**src/rtl/sync_fifo_flags.sv**
```systemverilog
// Single-clock FIFO with occupancy count, almost-full/almost-empty
// thresholds, synchronous flush, sticky overflow/underflow flags and a
// choice between first-word-fall-through and registered read data.
module sync_fifo_flags #(
  parameter int DATA_WIDTH         = 8,
  parameter int ADDRESS_WIDTH      = 4,
  parameter int ALMOST_FULL_LEVEL  = (1 << ADDRESS_WIDTH) - 2,
  parameter int ALMOST_EMPTY_LEVEL = 2,
  parameter bit FWFT               = 1'b1
) (
  input  logic                     clock,
  input  logic                     reset,
  input  logic                     flush,
  input  logic [DATA_WIDTH-1:0]    write_data,
  input  logic                     write_increment,
  output logic                     full,
  output logic                     almost_full,
  input  logic                     read_increment,
  output logic [DATA_WIDTH-1:0]    read_data,
  output logic                     empty,
  output logic                     almost_empty,
  output logic [ADDRESS_WIDTH:0]   count,
  output logic                     overflow,
  output logic                     underflow
);

  localparam int DEPTH = 1 << ADDRESS_WIDTH;

  // Thresholds carried at count width so every flag is a same-width compare.
  localparam logic [ADDRESS_WIDTH:0] DEPTH_C = (ADDRESS_WIDTH+1)'(DEPTH);
  localparam logic [ADDRESS_WIDTH:0] AF_C    = (ADDRESS_WIDTH+1)'(ALMOST_FULL_LEVEL);
  localparam logic [ADDRESS_WIDTH:0] AE_C    = (ADDRESS_WIDTH+1)'(ALMOST_EMPTY_LEVEL);

  logic [DATA_WIDTH-1:0]    mem [DEPTH];
  logic [ADDRESS_WIDTH-1:0] write_ptr;
  logic [ADDRESS_WIDTH-1:0] read_ptr;
  logic [ADDRESS_WIDTH:0]   count_q;
  logic                     write_accept;
  logic                     read_accept;

  // Flags decode the registered count only, so they trail the causing edge.
  assign full         = (count_q == DEPTH_C);
  assign empty        = (count_q == '0);
  assign almost_full  = (count_q >= AF_C);
  assign almost_empty = (count_q <= AE_C);
  assign count        = count_q;

  // Full/empty gate the requests; there is no write-through or read-through.
  assign write_accept = write_increment && !full;
  assign read_accept  = read_increment && !empty;

  // Pointers and occupancy; flush empties the FIFO and swallows requests.
  always_ff @(posedge clock) begin
    if (reset) begin
      write_ptr <= '0;
      read_ptr  <= '0;
      count_q   <= '0;
    end else if (flush) begin
      write_ptr <= '0;
      read_ptr  <= '0;
      count_q   <= '0;
    end else begin
      if (write_accept) write_ptr <= write_ptr + ADDRESS_WIDTH'(1);
      if (read_accept)  read_ptr  <= read_ptr + ADDRESS_WIDTH'(1);
      case ({write_accept, read_accept})
        2'b10:   count_q <= count_q + (ADDRESS_WIDTH+1)'(1);
        2'b01:   count_q <= count_q - (ADDRESS_WIDTH+1)'(1);
        default: count_q <= count_q;
      endcase
    end
  end

  // Sticky error flags; only reset clears them, and a flushed cycle cannot set them.
  always_ff @(posedge clock) begin
    if (reset) begin
      overflow  <= 1'b0;
      underflow <= 1'b0;
    end else if (!flush) begin
      if (write_increment && full) overflow  <= 1'b1;
      if (read_increment && empty) underflow <= 1'b1;
    end
  end

  // Storage array; contents survive reset and flush, only pointers move.
  always_ff @(posedge clock) begin
    if (!reset && !flush && write_accept) mem[write_ptr] <= write_data;
  end

  generate
    if (FWFT) begin : g_fwft
      // Head word is presented combinationally whenever the FIFO holds data.
      assign read_data = mem[read_ptr];
    end else begin : g_registered
      logic [DATA_WIDTH-1:0] read_data_q;

      // Popped word is captured at the accepting edge and held until the next pop.
      always_ff @(posedge clock) begin
        if (reset) begin
          read_data_q <= '0;
        end else if (!flush && read_accept) begin
          read_data_q <= mem[read_ptr];
        end
      end

      assign read_data = read_data_q;
    end
  endgenerate

endmodule
```
**config.mk**
```make
export PLATFORM = sky130hd
export DESIGN_NAME = sync_fifo_flags
export DESIGN_NICKNAME = d
export VERILOG_FILES = /design/src/rtl/sync_fifo_flags.sv
export SDC_FILE = /design/constraint.sdc
export NUM_CORES = 1
export LEC_CHECK = 0
export CAP_MARGIN = 5
export CORE_MARGIN = 2
export CORE_UTILIZATION = 59
export DETAILED_ROUTE_END_ITERATION = 8
export PLACE_DENSITY = 0.79
export SYNTH_ARGS = -nofsm -noshare
export SYNTH_HDL_FRONTEND = slang
export SYNTH_SLANG_ARGS = --single-unit
export TNS_END_PERCENT = 1
```
**constraint.sdc**
```tcl
create_clock -name clock -period 3.9 [get_ports clock]
set_clock_uncertainty 0.05 [all_clocks]
set_input_delay 1.17 -clock clock [delete_from_list [all_inputs] [get_ports clock]]
set_output_delay 1.17 -clock clock [all_outputs]
set_load 0.01 [all_outputs]
```
==> results.json, run 1 <==
{
  "syn_avg_cell_area_um2": 17.6,
  "grt_max_degree": 33,
  "dpl.hpwl_um": 7270,
  "slew_viol_final": 0,
  "drive_gt1_frac": 0.231,
  "use_met2": 0.402,
  "diodes": 0,
  "wl_per_cell_um": 22.9,
  "fmax_mhz": 261,
  "htreeDepth": 4,
  "cp.arrival_ns": 2.61,
  "num_rows": 36,
  "via_per_inst": 6.01,
  "cts_sinks": 147,
  "final_nets": 410,
  "cts_made_buffers": 17,
  "firstDrtPassIters": 5,
  "start_util": 0.607,
  "use_met3": 0.0708,
  "antenna_left": 0,
  "final_util": 0.730,
  "path_clk_slew_ns": 0.06,
  "yosysSeqAreaShare": 0.715,
  "synth_ff_type": "edfxtp_1",
  "vias": 3214,
  "synth_edf_count": 128,
  "worst_path_largest_cell_delay_ns": 0.52,
  "vdd_ir_drop_max_uv": 271,
  "path_max_fanout": 16,
  "yosys_warnings": 0,
  "nFillCells": 619,
  "syn_to_final_growth_pct": 20.1,
  "die_w_um": 104,
  "overflow": 0,
  "antenna_found_initial": 0,
  "dr.first_iter.drc_count": 287,
  "totalWireLength_um": 12300,
  "root_buffer": "clkbuf_8",
  "path_class": "reg -> out",
  "gp_congestion": 0.853,
  "cp.required_ns": 2.68,
  "cts.path.max_buffers": 2,
  "grt-busiest-layer": "met2",
  "slew_headroom": 0.487,
  "synth_cells": 336,
  "ys_ff_latch": 147,
  "core_um2": 9730,
  "dp_slack_ns": 0.259,
  "crit_chain": "buf_12 > mux4_2 > a22oi_1 > nand2_1 > clkdlybuf4s50_1",
  "min_path_type": "reg -> reg",
  "pin_count": 32,
  "clk_latency_ns": 0.53,
  "fin_ws_ns": 0.0714,
  "grt_pass1_wl_um": 18700,
  "synthDistinctLibCells": 45,
  "seqCellArea_um2": 4230,
  "layout_min_cycle_time_ns": 3.83,
  "cts_tree": "done",
  "port_buffers": 31,
  "tightestPinTransition_ns": 0.767,
  "grtUsageTotal": 0.242,
  "slowest_stage": "mux4_2",
  "met1_usage": 0.305,
  "synthArstFlopShare": 0,
  "power.static_leakage_nw": 2.39,
  "worstSetupStartpointType": "flip-flop",
  "die_h_um": 104,
  "drc": 0,
  "synth_nets": 357,
  "grt_pass1_vias": 3292,
  "syn-cell-area_um2": 5910,
  "maxCapViolations": 0,
  "setup_violations": 0,
  "post_cts_buffers": 0,
  "dieArea_um2": 10800,
  "fin_crit_sh": 0.982,
  "end_kind": "output pin",
  "tns_ns": 0,
  "cellPowerDensity_nw_per_um2": 491,
  "status": "finished clean",
  "hold_viol": 0,
  "multi_input_area_um2": 1570
}
==> worst max-delay path: cells and delay by family (launching register included) <==
family / cells / cell delay, ns
AOI/OAI and AO/OA: 1 / 0.26
buffers and inverters: 2 / 0.72
DFF: 1 / 0.42
muxes: 1 / 0.52
and+or+nand+nor: 1 / 0.15
==> report_power, final <==
| group | leakage, nW | internal [mW] | total, mW | switching, mW |
|---|---|---|---|---|
| logic | 0.777 | 0.0611 | 0.134 | 0.0731 |
| clock network | 0.305 | 0.981 | 1.62 | 0.643 |
| registers | 1.31 | 1.72 | 1.72 | 0.00741 |
| total | 2.39 | 2.76 | 3.48 | 0.724 |
==> cells in the mapped netlist, drive strengths merged (4+ instances only) <==
cell type | n | share of area
inv | 6 | 0.0038
xor2 | 5 | 0.0074
clkbuf | 9 | 0.0057
nand2 | 20 | 0.013
mux4 | 32 | 0.12
mux2i | 4 | 0.0068
dfxtp | 19 | 0.064
buf | 9 | 0.010
o211ai | 4 | 0.0059
ha | 8 | 0.017
a22oi | 16 | 0.020
edfxtp | 128 | 0.65
nand3 | 4 | 0.0034
nor2 | 35 | 0.022
==> final timing paths <==
check	depth (start not counted)	from	slack (ns)	to
setup / recovery	5	flip-flop	0.07	read_data[5]
hold / removal	2	underflow$_SDFFE_PP0P_	0.44	underflow$_SDFFE_PP0P_
setup reg to reg	8	count[2]$_SDFFE_PP0P_	0.89	count[4]$_SDFFE_PP0P_
hold reg to reg	2	underflow$_SDFFE_PP0P_	0.44	underflow$_SDFFE_PP0P_
==> cell type report <==
cell class / instances / area share
Clock buffer: 22 / 0.0760
Clock inverter: 10 / 0.0111
Inverter: 6 / 0.00317
Multi-Input combinational cell: 165 / 0.221
Sequential cell: 147 / 0.595
Tap cell: 133 / 0.0234
Timing Repair Buffer: 52 / 0.0702
==> metrics by stage <==
stage	cell area, µm²	instances	hold slack, ns	power (mW)
after CTS	7070	534	0.453	3.50
after global placement	6450	502	0.423	1.88
after global routing	7100	535	0.479	3.58
after floorplan	5910	336	0.419	1.83
after detailed placement	6450	502	0.434	1.89
final	7100	535	0.443	3.48
==> logic make-up (layout without fill, tap and decap cells) <==
kind of cell,count (synthesis),in the layout,synth area share
AO/OA/AOI/OAI,37,37,0.0502
XOR/XNOR,6,6,0.00889
adder cells (fa/ha/maj),8,8,0.0169
buffers and inverters,24,90,0.0199
flip-flops,147,147,0.715
multiplexers,36,36,0.129
AND/OR/NAND/NOR,78,78,0.0606
==> state kept, by name, summed over array words and instances, names as in the netlist, named ones only <==
name,count
count,5
mem,128
overflow,1
read_ptr,4
write_ptr,4
underflow,1
==> cell usage in the layout (no fill, tap or decap), drive strengths merged, types with 2 or more instances in the layout <==
cell type      count
o21ai              2
clkbuf            23
nand3b             2
clkinv             5
buf               20
o211ai             4
a31o               2
nor3               2
ha                 8
clkdlybuf4s50     31
nor2              35
mux2i              4
inv               10
or2                2
a22oi             16
dfxtp             19
edfxtp           128
nand2             20
or4                3
nand3              4
a31oi              2
nor2b              3
xor2               5
mux4              32
o21a               3
==> metal layers <==
layer | share of wire | vias to the layer above
li1 | - | 1443
met2 | 0.52 | 109
met1 | 0.41 | 1642
met4 | 0.020 | 0
met5 | 0 | -
met3 | 0.050 | 20
==> what timing repair did <==
action	CTS	global route
gates resized for setup	0	0
hold buffers	0	0
setup endpoints to repair	0	3
Power figures use the tool's default switching activity.
==> run 2: changes to the inputs <==
- CORE_UTILIZATION: 59 -> 60
- DONT_BUFFER_PORTS: default -> 1
- GPL_ROUTABILITY_DRIVEN: default -> 1
- PLACE_DENSITY: 0.79 -> 0.76
==> results.json, run 2 (synthesized netlist as in run 1, its figures left out) <==
{
  "cts_sinks": 147,
  "wl_per_cell_um": 22.8,
  "pin_count": 32,
  "largest_reg_flops": 128,
  "layout_min_cycle_time_ns": 3.49,
  "status": "finished clean",
  "slew_viol_final": 0,
  "vdd_ir_drop_max_uv": 253,
  "fin_ws_ns": 0.413,
  "ctsHoldBuffers": 0,
  "maxCapViolations": 0,
  "vias": 3031,
  "gp_congestion": 0.775,
  "ctsResizeCount": 0,
  "critPathTopFamily": "multiplexers",
  "worst_path_largest_cell_delay_ns": 0.52,
  "hold_ws_ns": 0.450,
  "dp_slack_ns": 0.689,
  "start_util": 0.610,
  "grt_setup_unrepaired": "no",
  "port_buffers": 0,
  "dieArea_um2": 10700,
  "largest_register": "mem",
  "diodes": 0,
  "p_switching_uw": 641,
  "post_cts_buffers": 0,
  "cts_tree": "done",
  "crit_chain": "buf_4 > mux4_2 > a22oi_1 > nand2_1",
  "die_h_um": 103,
  "slew_headroom": 0.421,
  "grt_max_degree": 33,
  "layout_common_cells": "128 x edfxtp_1, 35 x nor2_1, 32 x mux4_2",
  "num_rows": 36,
  "dpl.hpwl_um": 7250,
  "p_sw_frac": 0.186,
  "die_w_um": 103,
  "p_total_mw": 3.44,
  "tns_ns": 0,
  "cts.path.max_buffers": 2,
  "nFillCells": 620,
  "placed_cells": 465,
  "fmax_mhz": 287,
  "tightestPinTransition_ns": 0.867,
  "p_clk_frac": 0.475,
  "setup_violations": 0,
  "cp.arrival_ns": 2.27,
  "drc": 0,
  "syn_to_final_growth_pct": 13.8,
  "final_nets": 372,
  "antenna_found_initial": 0,
  "firstDrtPassIters": 5,
  "grt_pass1_vias": 3111,
  "slowest_stage": "mux4_2",
  "min_path_type": "reg -> reg",
  "combPwrFrac": 0.023,
  "path_buf_inv": 1,
  "htreeDepth": 4,
  "final_cells": 497,
  "grtUsageTotal": 0.229,
  "via_per_inst": 6.10,
  "final_common_cell": "edfxtp_1",
  "path_clk_slew_ns": 0.06,
  "fin_crit_sh": 0.894,
  "drive_gt1_frac": 0.228,
  "root_buffer": "clkbuf_8",
  "p_seq_frac": 0.502,
  "power.static_leakage_nw": 2.23,
  "p_int_mw": 2.80,
  "totalWireLength_um": 11300,
  "grt_pass1_wl_um": 17000,
  "antenna_left": 0,
  "clk_latency_ns": 0.52,
  "cts_made_buffers": 17,
  "path_max_fanout": 8,
  "cp.required_ns": 2.68,
  "dr.first_iter.drc_count": 230,
  "end_kind": "output pin",
  "worstSetupStartpointType": "flip-flop",
  "path_class": "reg -> out",
  "overflow": 0,
  "core_um2": 9680,
  "hold_viol": 0,
  "cellPowerDensity_nw_per_um2": 511
}
[run 2: power groups by stage]
stage	Sequential [mW]	Combinational, mW	Clock (mW)
finish	1.73	0.0801	1.63
global route	1.73	0.0884	1.72
CTS	1.73	0.0809	1.65
detailed placement	1.76	0.0806	0
global placement	1.76	0.0780	0
floorplan	1.75	0.0707	0
[run 2: worst reg2reg max path, stage by stage (launching register included)]
cell and delay [ns]:
dfxtp_1 0.43, or4_4 0.65, o21a_1 0.32, inv_1 0.11
ha_1 0.32, ha_1 0.36, a31o_2 0.26, a221oi_1 0.33
mux2i_1 0.21
[run 2: final timing paths]
| check | from | endpoint | slack, ns | cells after the start |
|---|---|---|---|---|
| min reg2reg | read_ptr[3]$_SDFFE_PP0P_ | read_ptr[3]$_SDFFE_PP0P_ | 0.45 | 2 |
| max | flip-flop | read_data[3] | 0.41 | 4 |
| max reg2reg | count[1]$_SDFFE_PP0P_ | count[4]$_SDFFE_PP0P_ | 0.80 | 8 |
| min | read_ptr[3]$_SDFFE_PP0P_ | read_ptr[3]$_SDFFE_PP0P_ | 0.45 | 2 |
[run 2: metrics by stage]
stage                     instance area, µm²   util
after floorplan                         5910      -
after global placement                  6100  0.630
after detailed placement                6100  0.630
after CTS                               6720  0.694
after global routing                    6720  0.694
final                                   6720  0.694
[run 2: metal layers]
layer	GRT usage	share of wire	vias up
li1	-	-	1362
met1	0.288	0.41	1548
met2	0.391	0.52	109
met3	0.0665	0.054	12
met4	0.0719	0.011	0
met5	0	0	-
[run 2: area by class of cell]
cell class	instances	area, µm²	area share
clock buffer	28	603	0.0897
clock inverter	4	21.3	0.00316
inverter	6	22.5	0.00335
multi-input combinational	165	1570	0.233
sequential	147	4230	0.628
tap	133	166	0.0247
timing repair buffer	14	118	0.0175
==> run 3: changes to the inputs <==
- MAX_ROUTING_LAYER: default -> met4
- SLEW_MARGIN: default -> 10
==> results.json, run 3 (synthesized netlist as in run 1, its figures left out) <==
{
  "syn_to_final_growth_pct": 13.8,
  "dr.first_iter.drc_count": 211,
  "htreeDepth": 4,
  "grt_setup_unrepaired": "no",
  "tns_ns": 0,
  "largest_register": "mem",
  "dp_slack_ns": 0.689,
  "fmax_mhz": 287,
  "num_rows": 36,
  "vdd_ir_drop_max_uv": 253,
  "cp.required_ns": 2.68,
  "tightestPinTransition_ns": 0.906,
  "cts_sinks": 147,
  "slew_viol_final": 0,
  "setup_violations": 0,
  "hold_viol": 0,
  "start_util": 0.610,
  "worstReg2RegStart": "count[1]$_SDFFE_PP0P_",
  "hold_depth": 2,
  "drive_gt1_frac": 0.228,
  "r2r_slack_ns": 0.79,
  "cts_tree": "done",
  "via_per_inst": 6.08,
  "grt-busiest-layer": "met2",
  "grt_pass1_vias": 3100,
  "antenna_left": 0,
  "cts_made_buffers": 17,
  "endpoint": "read_data[3]",
  "fin_ws_ns": 0.418,
  "dpl.hpwl_um": 7250,
  "dieArea_um2": 10700,
  "gp_congestion": 0.785,
  "cp.arrival_ns": 2.26,
  "clk_latency_ns": 0.52,
  "reg2reg_depth": 8,
  "wl_per_cell_um": 22.8,
  "pin_count": 32,
  "ctsResizeCount": 0,
  "die_w_um": 103,
  "final_nets": 372,
  "ctsHoldBuffers": 0,
  "die_h_um": 103,
  "core_um2": 9680,
  "grt_pass1_wl_um": 17100,
  "end_kind": "output pin",
  "use_met2": 0.390,
  "cellPowerDensity_nw_per_um2": 511,
  "min_path_type": "reg -> reg",
  "firstDrtPassIters": 4,
  "met1_usage": 0.291,
  "slew_headroom": 0.395,
  "diodes": 0,
  "r2r-end": "count[4]$_SDFFE_PP0P_",
  "largest_reg_flops": 128,
  "layout_min_cycle_time_ns": 3.48,
  "p_total_mw": 3.44,
  "grtUsageTotal": 0.238,
  "totalWireLength_um": 11300,
  "path_max_fanout": 8,
  "use_met3": 0.0672,
  "fin_crit_sh": 0.893,
  "layout_common_cells": "128 x edfxtp_1, 35 x nor2_1, 32 x mux4_2",
  "status": "finished clean",
  "overflow": 0,
  "drc": 0,
  "grt_max_degree": 33,
  "cts.path.max_buffers": 2,
  "path_clk_slew_ns": 0.06,
  "power.static_leakage_nw": 2.23,
  "vias": 3020,
  "antenna_found_initial": 0,
  "port_buffers": 0,
  "final_common_cell": "edfxtp_1",
  "maxCapViolations": 0,
  "nFillCells": 620,
  "root_buffer": "clkbuf_8",
  "post_cts_buffers": 0,
  "hold_ws_ns": 0.450,
  "path_class": "reg -> out",
  "worstSetupStartpointType": "flip-flop",
  "final_util": 0.694
}
-- run 3: critical path, cell delays in order, from the launching register on --
cell     delay [ns]
dfxtp_2        0.50
buf_4          0.27
mux4_2         0.52
a22oi_1        0.29
nand2_1        0.16
-- run 3: worst min-delay path by stage --
stage	startpoint	endpoint	slack (ns)
2_1_floorplan	read_ptr[3]$_SDFFE_PP0P_	flip-flop	0.42
3_3_place_gp	read_ptr[3]$_SDFFE_PP0P_	read_ptr[3]$_SDFFE_PP0P_	0.43
3_5_place_dp	read_ptr[3]$_SDFFE_PP0P_	flip-flop	0.44
4_1_cts	read_ptr[3]$_SDFFE_PP0P_	read_ptr[3]$_SDFFE_PP0P_	0.45
5_1_grt	read_ptr[3]$_SDFFE_PP0P_	read_ptr[3]$_SDFFE_PP0P_	0.46
6_report	read_ptr[3]$_SDFFE_PP0P_	read_ptr[3]$_SDFFE_PP0P_	0.45
-- run 3: final cells by class --
| cell class | count | area (µm²) | area share |
|---|---|---|---|
| Sequential cell | 147 | 4230 | 0.628 |
| Multi-Input combinational cell | 165 | 1570 | 0.233 |
| Clock buffer | 28 | 603 | 0.0897 |
| Tap cell | 133 | 166 | 0.0247 |
| Timing Repair Buffer | 14 | 118 | 0.0175 |
| Inverter | 6 | 22.5 | 0.00335 |
| Clock inverter | 4 | 21.3 | 0.00316 |
-- run 3: stage by stage --
stage          instance area, µm²  cells
2_1_floorplan                5910    336
3_3_place_gp                 6100    465
3_5_place_dp                 6100    465
4_1_cts                      6720    497
5_1_grt                      6720    497
6_report                     6720    497
-- run 3: metal layers --
layer / up-vias / part of all wire
met5: - / 0
met4: 0 / 0.012
met3: 11 / 0.067
met2: 110 / 0.53
met1: 1536 / 0.39
li1: 1363 / -
-- run 3: where the power goes --
group          leakage (nW)  switching (mW)  internal, mW
logic                 0.616          0.0452        0.0350
clock network         0.312           0.588          1.04
registers              1.31         0.00933          1.72
